**src/rtl/trace_decoder.sv**
```systemverilog
// Trace-port receiver: classifies 36-bit trace words by tag, keeps branch/IRQ
// event counters and the last branch target, and queues classified words for a debug consumer.
module trace_decoder #(
  parameter int unsigned DEPTH = 8,
  parameter int unsigned CNT_W = 16
) (
  input  logic             clk,
  input  logic             resetn,
  input  logic             trace_valid,
  input  logic [35:0]      trace_data,
  output logic             out_valid,
  input  logic             out_ready,
  output logic [1:0]       out_kind,
  output logic [31:0]      out_data,
  output logic [CNT_W-1:0] branch_cnt,
  output logic [CNT_W-1:0] irq_cnt,
  output logic [31:0]      last_target,
  output logic             overflow,
  input  logic             clear
);

  localparam int unsigned AW = $clog2(DEPTH);

  typedef enum logic [1:0] {
    KindData   = 2'd0,
    KindBranch = 2'd1,
    KindAddr   = 2'd2,
    KindIrq    = 2'd3
  } kind_e;

  logic [3:0]  tag;
  logic [31:0] payload;
  kind_e       kind;

  assign tag     = trace_data[35:32];
  assign payload = trace_data[31:0];

  // Class priority IRQ > ADDR > BRANCH > data; bit2 carries no meaning.
  always_comb begin
    kind = KindData;
    if (tag[3]) begin
      kind = KindIrq;
    end else if (tag[1]) begin
      kind = KindAddr;
    end else if (tag[0]) begin
      kind = KindBranch;
    end
  end

  // FIFO state
  logic [AW:0]   wr_ptr_q, wr_ptr_d;
  logic [AW:0]   rd_ptr_q, rd_ptr_d;
  logic [33:0]   mem_q [DEPTH];
  logic [33:0]   head;
  logic          empty;
  logic          full;
  logic          push;
  logic          pop;
  logic          drop;

  assign empty = (wr_ptr_q == rd_ptr_q);
  assign full  = (wr_ptr_q[AW] != rd_ptr_q[AW]) &&
                 (wr_ptr_q[AW-1:0] == rd_ptr_q[AW-1:0]);

  assign out_valid = !empty;
  assign pop       = out_valid && out_ready;
  // A same-cycle pop frees the slot, so a full FIFO still accepts the word.
  assign push      = trace_valid && (!full || pop);
  assign drop      = trace_valid && full && !pop;

  always_comb begin
    wr_ptr_d = wr_ptr_q;
    rd_ptr_d = rd_ptr_q;
    if (push) begin
      wr_ptr_d = wr_ptr_q + (AW + 1)'(1);
    end
    if (pop) begin
      rd_ptr_d = rd_ptr_q + (AW + 1)'(1);
    end
  end

  always_ff @(posedge clk or negedge resetn) begin
    if (!resetn) begin
      wr_ptr_q <= '0;
      rd_ptr_q <= '0;
    end else begin
      wr_ptr_q <= wr_ptr_d;
      rd_ptr_q <= rd_ptr_d;
    end
  end

  // Storage needs no reset: the head is masked while the FIFO is empty.
  always_ff @(posedge clk) begin
    if (push) begin
      mem_q[wr_ptr_q[AW-1:0]] <= {kind, payload};
    end
  end

  assign head     = mem_q[rd_ptr_q[AW-1:0]];
  assign out_kind = out_valid ? head[33:32] : 2'b00;
  assign out_data = out_valid ? head[31:0]  : 32'h0;

  // Event counters and sticky overflow
  logic [CNT_W-1:0] branch_cnt_q, branch_cnt_d;
  logic [CNT_W-1:0] irq_cnt_q, irq_cnt_d;
  logic [31:0]      last_target_q, last_target_d;
  logic             overflow_q, overflow_d;
  logic             branch_hit;
  logic             irq_hit;

  assign branch_hit = trace_valid && tag[0];
  assign irq_hit    = trace_valid && tag[3];

  always_comb begin
    branch_cnt_d  = branch_cnt_q;
    irq_cnt_d     = irq_cnt_q;
    last_target_d = last_target_q;
    overflow_d    = overflow_q;

    if (branch_hit) begin
      last_target_d = payload;
      if (branch_cnt_q != {CNT_W{1'b1}}) begin
        branch_cnt_d = branch_cnt_q + CNT_W'(1);
      end
    end
    if (irq_hit && (irq_cnt_q != {CNT_W{1'b1}})) begin
      irq_cnt_d = irq_cnt_q + CNT_W'(1);
    end
    if (drop) begin
      overflow_d = 1'b1;
    end

    // Clear dominates same-cycle events but leaves last_target alone.
    if (clear) begin
      branch_cnt_d = '0;
      irq_cnt_d    = '0;
      overflow_d   = 1'b0;
    end
  end

  always_ff @(posedge clk or negedge resetn) begin
    if (!resetn) begin
      branch_cnt_q  <= '0;
      irq_cnt_q     <= '0;
      last_target_q <= '0;
      overflow_q    <= 1'b0;
    end else begin
      branch_cnt_q  <= branch_cnt_d;
      irq_cnt_q     <= irq_cnt_d;
      last_target_q <= last_target_d;
      overflow_q    <= overflow_d;
    end
  end

  assign branch_cnt  = branch_cnt_q;
  assign irq_cnt     = irq_cnt_q;
  assign last_target = last_target_q;
  assign overflow    = overflow_q;

endmodule

```
**config.mk**
```make
export PLATFORM = sky130hd
export DESIGN_NAME = trace_decoder
export DESIGN_NICKNAME = d
export VERILOG_FILES = /design/src/rtl/trace_decoder.sv
export SDC_FILE = /design/constraint.sdc
export NUM_CORES = 1
export LEC_CHECK = 0
export CORE_MARGIN = 1
export CORE_UTILIZATION = 61
export DETAILED_ROUTE_END_ITERATION = 10
export GPL_ROUTABILITY_DRIVEN = 1
export PLACE_DENSITY = 0.95
export RECOVER_POWER = 50
export SLEW_MARGIN = 20
export SYNTH_ARGS = -nofsm -noshare
export SYNTH_HDL_FRONTEND = slang
export SYNTH_SLANG_ARGS = --single-unit
```
**constraint.sdc**
```tcl
create_clock -name clk -period 6.15 [get_ports clk]
set_input_delay 1.23 -clock clk [delete_from_list [all_inputs] [get_ports clk]]
set_output_delay 1.23 -clock clk [all_outputs]
set_load 0.01 [all_outputs]
```
==> flow_summary_export.csv <==
group,metric,value,unit
sta,hold_violations,0,
clocking,cts_root_buf,"clkbuf_16",
clocking,cts_tree,"built",
synthesis,ys_warn_count,0,
floorplanning,die-area,23200,um^2
worst_setup_path,cp.arrival,3.87,ns
routing,via_per_inst,6.57,
global_routing,grt_pass1_vias,8331,
routing,ant_nets,0,
outcome,violations,"design-rule violations, max-capacitance violations, max-slew violations",
clocking,cts_sinks,345,
cells_and_area,layout-drive-gt1-share,19.7,%
clocking,postCtsResizedCells,0,
routing,via_count,7987,
placement,pre_cts_ws,2.08,ns
outcome,outcome,"finished with violations",
sta,setup_tns,0,ns
placement,dp.cells,1152,
pwr,p_per_area,459,nW/um^2
synthesis,synth_edf_count,272,
global_routing,grt_max_degree,74,
clocking,clock_path_buffers,3,
clocking,htree_num_levels,2,
synthesis,yosys_register_bits,345,
placement,finalWeightedCongestion,0.832,
pwr,p_total,7.68,mW
synthesis,synth_top_area_cell,"edfxtp_1",
sta,slew_viol_final,16,
worst_setup_path,required,4.92,ns
run,maxCapViolCount,1,
sta,fin_worst_skew,0.0117,ns
floorplanning,boundaryPins,141,
floorplanning,rows,54,
worst_setup_path,worst_path_max_delay_cell,"dfrtp_4",
worst_setup_path,setup.worst_path.end_class,"output port",
clocking,cts_buffers,35,
synthesis,synth_top_area_share,59.1,%
sta,worst_slack,1.05,ns
worst_setup_path,cp_max_fo,72,
cells_and_area,syn_to_final_growth,21.2,%
worst_setup_path,critPathLaunchType,"register",
placement,dp_hpwl,17400,um
worst_setup_path,slowest_delay,1.11,ns
sta,relSlewSlack,-19.2,%
routing,drt-initial-drc-count,766,
synthesis,syn-num-nets,798,
clocking,clkLatencyLatePin,0.51,ns
sta,timing.fmax,196,MHz
sta,max_slew.worst_pin.slew,1.77,ns
clocking,cts_setup_buffers,0,
pwr,ir_worst_vdd,0.288,mV
worst_setup_path,crit_chain,"xor2_1, nor4_4, clkbuf_1, nor2_1, clkdlybuf4s50_1",
global_routing,antenna_found_initial,1,
worst_setup_path,crit_type,"register to output port",
clocking,path_clk_slew,0.06,ns
synthesis,synth.distinct_cells,48,
cells_and_area,fin_nets,954,
floorplanning,die_width,152,um
synthesis,dominantRegCellSynth,"edfxtp_1",
pwr,leakagePower,5.78,nW
global_routing,grt_first_pass_wirelength,50700,um
global_routing,overflow,0,
min_path,min_path_type,"register to register",
floorplanning,core_area,22000,um^2
cells_and_area,instances_no_fill,1216,
routing,wl_per_cell,27.3,um
synthesis,async_flop_share,21.2,%
sta,finalSetupViolations,0,
clocking,holdBufCountCts,0,
floorplanning,dieHeight,152,um
sta,period_needed,5.10,ns
synthesis,yosysSeqAreaShare,72.4,%
sta,grt_setup_unrepaired,"no",
synthesis,synth.avg_cell_area,18.3,um^2
routing,drc,12,
synthesis,synth_cells,753,
synthesis,yosys-top-cells-area,"edfxtp_1 59%, dfrtp_1 13%, mux4_2 11%",
synthesis,netlist_area,13800,um^2
routing,drt_pass1_iterations,10,
floorplanning,initial_core_util,62.7,%
global_routing,track_usage,29.7,%
sta,period_share,82.9,%
placement,portBuffers,139,
routing,routed_wl,33100,um
layout by cell type (no fill, tap or decap), types with 10 or more instances in the layout:
cell type and n:
clkdlybuf4s50_1 74, mux2_2 34, dlygate4sd3_1 64, dfrtp_1 70
mux4_2 68, nor2_1 47, mux2i_1 37, a21oi_1 21
edfxtp_1 272, o21ai_0 10, or3_1 11, clkbuf_16 37
buf_4 16, nand2_1 12, nand3_1 14
layout make-up:
type,count,area (um^2)
Antenna cell,1,2.50
Clock buffer,48,997
Clock inverter,15,148
Fill cell,1157,5290
Inverter,5,18.8
Multi-Input combinational cell,366,3700
Sequential cell,345,10000
Tap cell,280,350
Timing Repair Buffer,156,1520
synthesized netlist by cell type (11+ instances only):
library cell  count
edfxtp_1        272
dfrtp_1          73
mux4_2           68
nor2_1           52
mux2i_1          37
mux2_2           34
clkbuf_1         25
a21oi_1          22
nand3_1          14
nand2_1          12
or3_1            11
state kept, by name, indices dropped and copies added (netlist names):
signal	flops
irq_cnt	16
last_target	32
mem_q	272
wr_ptr_q	4
rd_ptr_q	4
branch_cnt	16
overflow	1
power by group:
group / switching, mW / leakage, nW / total [mW] / internal (mW)
sequential: 0.320 / 3.39 / 3.20 / 2.88
clock: 0.864 / 0.555 / 2.13 / 1.26
combinational: 1.16 / 1.84 / 2.36 / 1.20
metal layers:
metal | vias up | GRT usage, % | part of all wire [%]
li1 | 3333 | - | -
met1 | 4054 | 38.1 | 36
met2 | 528 | 50.0 | 52
met3 | 72 | 6.31 | 9.2
met4 | 0 | 12.6 | 3.2
met5 | - | 0 | 0
worst paths after layout:
kind / startpoint / endpoint / slack, ns / depth (start not counted)
min in group asynchronous: resetn / last_target[28]$_DFFE_PN0P_ / 0.76 / 1
setup reg to reg: rd_ptr_q[1]$_DFFE_PN0P_ / mem_q[5][27]$_DFFE_PP_ / 2.60 / 5
setup / recovery: rd_ptr_q[1]$_DFFE_PN0P_ / out_data[27] / 1.05 / 5
max in group asynchronous: resetn / rd_ptr_q[1]$_DFFE_PN0P_ / 4.77 / 1
hold / removal: last_target[19]$_DFFE_PN0P_ / last_target[19]$_DFFE_PN0P_ / 0.50 / 1
hold reg to reg: last_target[19]$_DFFE_PN0P_ / last_target[19]$_DFFE_PN0P_ / 0.50 / 1
cells by family (layout without fill, tap and decap cells):
family                     after synthesis  count (layout)  share of synthesized area (%)
DFF                                    345             345                           72.4
and+or+nand+nor                        153             153                           6.12
AOI/OAI and AO/OA                       56              56                           2.38
adders and majority gates                4               4                          0.362
muxes                                  143             143                           16.9
xor gates and xnor gates                10              10                          0.634
other                                    0               1                              0
buffers and inverters                   42             224                           1.25
worst max-delay path, delay by kind of cell, from the launching register on:
| family | cells | cell delay, ns |
|---|---|---|
| xor gates and xnor gates | 1 | 0.33 |
| buffers and inverters | 2 | 1.47 |
| DFF | 1 | 1.11 |
| and+or+nand+nor | 2 | 0.45 |
through the flow:
step           cell area (um^2)  hold slack, ns  util (%)
4_1_cts                   16700           0.506      76.0
3_3_place_gp              15600           0.473      70.8
6_report                  16700           0.499      76.0
5_1_grt                   16700           0.522      76.0
3_5_place_dp              15600           0.484      70.8
2_1_floorplan             13800           0.460         -
Note: power is estimated with default switching activity, not from simulation.
